--- src/rtl/seq_det_ctrl.sv ---
// seq_det_ctrl -- serial 4-bit pattern detector with run control.
//
// A run is armed with start, consumes din on din_valid cycles, and pulses
// match (registered, one cycle after the completing bit) whenever the last
// four accepted bits equal the configured pattern. When a non-zero
// threshold is reached, done pulses together with that match and the FSM
// passes through a one-cycle DONE state back to IDLE.
//
// Optional build macro: SEQ_DET_NONOVERLAP_EN
//   defined   -> a match clears history/fill (non-overlapping detection)
//   undefined -> history is kept after a match (overlapping detection)
//
// Ports:
//   clk            in   rising-edge clock
//   rst            in   asynchronous, active-low reset
//   start          in   arm detection (IDLE only)
//   stop           in   abort detection (RUN only), beats a same-cycle bit
//   cfg_we         in   load cfg_pattern/cfg_threshold (IDLE only)
//   cfg_pattern    in   [3:0] target sequence, bit 3 = oldest bit
//   cfg_threshold  in   [CNT_W-1:0] matches that end a run, 0 = unlimited
//   din_valid      in   din is sampled this cycle
//   din            in   serial data bit
//   busy           out  high while in RUN
//   match          out  one-cycle pulse per detected pattern
//   match_count    out  [CNT_W-1:0] saturating matches since last start
//   done           out  one-cycle pulse when the threshold is reached
module seq_det_ctrl #(
  parameter int CNT_W = 8
) (
  input  logic             clk,
  input  logic             rst,
  input  logic             start,
  input  logic             stop,
  input  logic             cfg_we,
  input  logic [3:0]       cfg_pattern,
  input  logic [CNT_W-1:0] cfg_threshold,
  input  logic             din_valid,
  input  logic             din,
  output logic             busy,
  output logic             match,
  output logic [CNT_W-1:0] match_count,
  output logic             done
);

  typedef enum logic [1:0] {
    IDLE = 2'd0,
    RUN  = 2'd1,
    DONE = 2'd2
  } state_t;

  localparam logic [CNT_W-1:0] CNT_MAX   = '1;
  localparam logic [3:0]       PAT_RESET = 4'b1010;

  state_t           state_reg, state_next;
  logic [3:0]       pattern_reg, pattern_next;
  logic [CNT_W-1:0] threshold_reg, threshold_next;
  logic [3:0]       hist_reg, hist_next;
  logic [2:0]       fill_reg, fill_next;
  logic [CNT_W-1:0] count_reg, count_next;
  logic             match_reg, match_next;
  logic             done_reg, done_next;

  // Candidate post-shift values for the current din_valid cycle.
  logic [3:0]       hist_shift;
  logic [2:0]       fill_inc;
  logic [CNT_W-1:0] count_inc;

  assign hist_shift = {hist_reg[2:0], din};
  assign fill_inc   = (fill_reg == 3'd4) ? 3'd4 : fill_reg + 3'd1;
  assign count_inc  = (count_reg == CNT_MAX) ? count_reg : count_reg + 1'b1;

  always_ff @(posedge clk or negedge rst) begin
    if (!rst) begin
      state_reg     <= IDLE;
      pattern_reg   <= PAT_RESET;
      threshold_reg <= '0;
      hist_reg      <= '0;
      fill_reg      <= '0;
      count_reg     <= '0;
      match_reg     <= 1'b0;
      done_reg      <= 1'b0;
    end else begin
      state_reg     <= state_next;
      pattern_reg   <= pattern_next;
      threshold_reg <= threshold_next;
      hist_reg      <= hist_next;
      fill_reg      <= fill_next;
      count_reg     <= count_next;
      match_reg     <= match_next;
      done_reg      <= done_next;
    end
  end

  always_comb begin
    state_next     = state_reg;
    pattern_next   = pattern_reg;
    threshold_next = threshold_reg;
    hist_next      = hist_reg;
    fill_next      = fill_reg;
    count_next     = count_reg;
    match_next     = 1'b0;
    done_next      = 1'b0;

    case (state_reg)
      IDLE: begin
        if (cfg_we) begin
          pattern_next   = cfg_pattern;
          threshold_next = cfg_threshold;
        end
        // Config written in the same cycle lands on the same edge as the
        // transition, so the new run already sees the new values.
        if (start) begin
          state_next = RUN;
          hist_next  = '0;
          fill_next  = '0;
          count_next = '0;
        end
      end

      RUN: begin
        if (stop) begin
          // The same-cycle bit is dropped entirely.
          state_next = IDLE;
        end else if (din_valid) begin
          hist_next = hist_shift;
          fill_next = fill_inc;
          if ((fill_inc == 3'd4) && (hist_shift == pattern_reg)) begin
            match_next = 1'b1;
            count_next = count_inc;
`ifdef SEQ_DET_NONOVERLAP_EN
            hist_next  = '0;
            fill_next  = '0;
`endif
            if ((threshold_reg != '0) && (count_inc == threshold_reg)) begin
              state_next = DONE;
              done_next  = 1'b1;
            end
          end
        end
      end

      DONE: begin
        state_next = IDLE;
      end

      default: begin
        state_next = IDLE;
      end
    endcase
  end

  assign busy        = (state_reg == RUN);
  assign match       = match_reg;
  assign done        = done_reg;
  assign match_count = count_reg;

endmodule

--- config.mk ---
export PLATFORM = sky130hd
export DESIGN_NAME = seq_det_ctrl
export DESIGN_NICKNAME = d
export VERILOG_FILES = /design/src/rtl/seq_det_ctrl.sv
export SDC_FILE = /design/constraint.sdc
export NUM_CORES = 1
export LEC_CHECK = 0
export ABC_AREA = 1
export CAP_MARGIN = 20
export CORE_ASPECT_RATIO = 2
export CORE_MARGIN = 4
export CORE_UTILIZATION = 45
export DETAILED_ROUTE_END_ITERATION = 12
export HOLD_SLACK_MARGIN = 0.03
export PLACE_DENSITY_LB_ADDON = 0.2
export SLEW_MARGIN = 10
export SYNTH_ARGS = -nofsm -noshare
export SYNTH_HDL_FRONTEND = slang
export SYNTH_SLANG_ARGS = --single-unit
export TNS_END_PERCENT = 5
--- constraint.sdc ---
create_clock -name clk -period 2.35 [get_ports clk]
set_input_delay 0.705 -clock clk [delete_from_list [all_inputs] [get_ports clk]]
set_output_delay 0.705 -clock clk [all_outputs]
set_load 0.005 [all_outputs]
==> results.json, run 1 <==
{
  "status": "completed",
  "power_frac_clock_pct": 25.1,
  "multi_input_area_um2": 821,
  "whs_endpoint": "pattern_reg[3]",
  "finalSetupViolations": 0,
  "num_io_pins": 30,
  "ir_worst_vdd_v": 0.000516,
  "critPathLaunchType": "flip-flop",
  "antenna_cells": 0,
  "syn_nets": 250,
  "synth_mux_area_share_pct": 1.96,
  "cts.clk_slew.worst_paths_ns": 0.06,
  "slowest_delay_ns": 0.50,
  "holdCritPathClass": "flip-flop to flip-flop",
  "wl_per_cell_um": 13.4,
  "synthTopCellsByArea": "dfrtp_1 41%, nand2_1 10%, nand3_1 8.1%, inv_1 6.7%, nor2_1 6.5%",
  "worst_pin_slew_ns": 0.462,
  "vias_per_cell": 5.07,
  "synth_area_um2": 1730,
  "core_um2": 3650,
  "grt.total_usage_pct": 19.4,
  "place.port_buffers": 29,
  "fillerInstances": 361,
  "cp_slowest_cell": "clkdlybuf4s50_1",
  "tritoncts": "done",
  "cts_buffers": 5,
  "cts_sinks": 30,
  "grt_max_degree": 31,
  "post_cts_resized": 0,
  "nets": 286,
  "dieHeight_um": 95.6,
  "p_int_w": 0.00112,
  "cts_max_path_buffers": 2,
  "netSwitchingFraction_pct": 33.7,
  "crit_chain": "inv_1 -> nand2_1 -> inv_1 -> clkdlybuf4s50_1",
  "root_buffer": "clkbuf_8",
  "hold_viol": 0,
  "synth.ff_latch_count": 30,
  "regArea_um2": 753,
  "clk_latency_ns": 0.28,
  "maxCapViolCount": 0,
  "final_cells": 314,
  "grt_overflow": 0,
  "r2r_slack_ns": 0.32,
  "cp-end-kind": "output port",
  "syn_area_per_cell_um2": 7.57,
  "fp.dieW_um": 51.8,
  "start_util_pct": 47.3,
  "crit_fanout": 4,
  "wl_um": 4220,
  "switchingPower_w": 0.000569,
  "drive_above_1_share_pct": 10.9,
  "synthAdderAreaFrac_pct": 2.18,
  "final-max-slew-violation-count": 0,
  "yosys.area.top_type": "dfrtp_1",
  "required_ns": 1.64,
  "die-area_um2": 4950,
  "reg2regPathDepth": 9,
  "dp_hpwl_um": 3280,
  "drt-initial-drc-count": 32,
  "r2r_start": "match_count[0]",
  "min_period_over_period_pct": 91.7,
  "crit_top_cell": "inv_1",
  "fin_skew_ns": 0.00385,
  "rsz0062_at_grt": "no",
  "place_inst": 306,
  "power_density_nw_per_um2": 770,
  "path_class": "flip-flop to output port",
  "min_from": "pattern_reg[3]",
  "synth_cell_type_count": 25,
  "worst_slew_margin_rel_pct": 69.1,
  "num_vias": 1593,
  "synth_top_cell_area_share_pct": 40.6,
  "drc": 0,
  "synthCells": 228,
  "path_delay_family": "buffers and inverters",
  "leakagePower_nw": 1.02,
  "ys_seq_area_share_pct": 43.7,
  "fmax_ghz": 0.464,
  "r2r_end": "state_reg[0]",
  "ctsHtreeMaxLevel": 2,
  "yosys.area_share.simple_pct": 31.0,
  "antenna_found_initial": 0,
  "grt_pass1_vias": 1642,
  "hold_depth": 2,
  "cts_hold_buffers": 0,
  "synth_top_family_by_area": "simple AND/OR/NAND/NOR gates",
  "path_buf_inv": 3,
  "combinationalPowerShare_pct": 32.5,
  "drtPass1Iterations": 7,
  "seqPwrFrac_pct": 42.4,
  "worstPathArrival_ns": 1.45,
  "rows": 31,
  "post_cts_buffers": 0,
  "ys_warn_count": 0,
  "place_congestion": 0.889,
  "synthToLayoutAreaGrowth_pct": 27.2,
  "antenna_left": 0,
  "tns_ns": 0,
  "grt_pass1_wl_um": 7080,
  "synth-xor-area-share_pct": 2.61,
  "min_period_ns": 2.15,
  "synth-compound-area-share_pct": 9.79
}
synthesized netlist by cell type (all sizes together):
library cell,number
o21ai,17
nand2,52
ha,3
nor2,32
nor3,2
mux2,3
buf,2
dfrtp,28
nand4,5
xor2,2
dfstp,2
xor3,1
a21oi,13
o21a,1
o21bai,1
nand3,28
clkbuf,4
inv,32
per-layer routing:
layer	global-route usage, %	vias up	wire [um]
met2	37.0	35	2450
met1	19.0	746	1510
li1	-	801	-
met4	10.7	0	132
met5	0	-	0
met3	2.97	11	116
worst reg2reg max path: cells and delay by family (launching register included):
family,cells,cell delay [ns]
XOR/XNOR,1,0.35
AND/OR/NAND/NOR,7,0.85
adder cells (fa/ha/maj),1,0.25
flip-flops,1,0.47
power groups by stage:
stage / Sequential (W) / Clock, W / Combinational [W]
floorplan: 0.000698 / 0 / 0.000367
global placement: 0.000724 / 0 / 0.000548
detailed placement: 0.000726 / 0 / 0.000555
CTS: 0.000718 / 0.000438 / 0.000559
global route: 0.000731 / 0.000463 / 0.000624
finish: 0.000716 / 0.000425 / 0.000549
how the worst max path moves through the flow:
stage | from | end | slack [ns] | depth (start not counted)
4_1_cts | state_reg[1] | busy | 0.18 | 4
6_report | state_reg[1] | busy | 0.20 | 4
3_3_place_gp | din | state_reg[0] | 0.18 | 12
2_1_floorplan | match_count[0] | state_reg[0] | 0.65 | 13
5_1_grt | state_reg[1] | busy | 0.08 | 4
3_5_place_dp | din | state_reg[0] | 0.14 | 12
layout by cell type (no fill, tap or decap), drive strengths merged:
cell / Yosys / routed
o21a: 1 / 1
inv: 32 / 32
clkdlybuf4s50: 0 / 29
nand3: 28 / 28
buf: 2 / 6
nand2: 52 / 52
ha: 3 / 3
o21bai: 1 / 1
o21ai: 17 / 17
a21oi: 13 / 13
dfrtp: 28 / 28
xor2: 2 / 2
nor2: 32 / 32
xor3: 1 / 1
dfstp: 2 / 2
mux2: 3 / 3
nor3: 2 / 2
clkbuf: 4 / 7
nand4: 5 / 5
clkinv: 0 / 1
stage by stage:
stage / util [%] / hold slack [ns] / total power [W] / area, um^2 / worst slack, ns
floorplan: - / 0.409 / 0.00106 / 1730 / 0.655
global placement: 57.7 / 0.483 / 0.00127 / 2100 / 0.182
detailed placement: 57.7 / 0.488 / 0.00128 / 2100 / 0.139
CTS: 60.2 / 0.499 / 0.00171 / 2190 / 0.179
global route: 60.2 / 0.525 / 0.00182 / 2190 / 0.0783
finish: 60.2 / 0.491 / 0.00169 / 2190 / 0.196
cell families after synthesis:
logic type,count (synthesis)
multiplexers,3
buffers and inverters,38
AO/OA/AOI/OAI,32
XOR/XNOR,3
adder cells (fa/ha/maj),3
AND/OR/NAND/NOR,119
flip-flops,30
final cells by class:
type | count | area share, %
tap | 49 | 2.79
clock buffer | 7 | 3.93
clock inverter | 1 | 0.228
multi-input combinational | 160 | 37.4
timing repair buffer | 35 | 15.8
inverter | 32 | 5.47
sequential | 30 | 34.3
(Power assumes the default switching activity.)
==> run 2: changes to the inputs <==
- CTS_CLUSTER_DIAMETER: default -> 100
==> results of run 2 <==
Same layout as run 1: the final DEF is identical, and so are final timing and power.
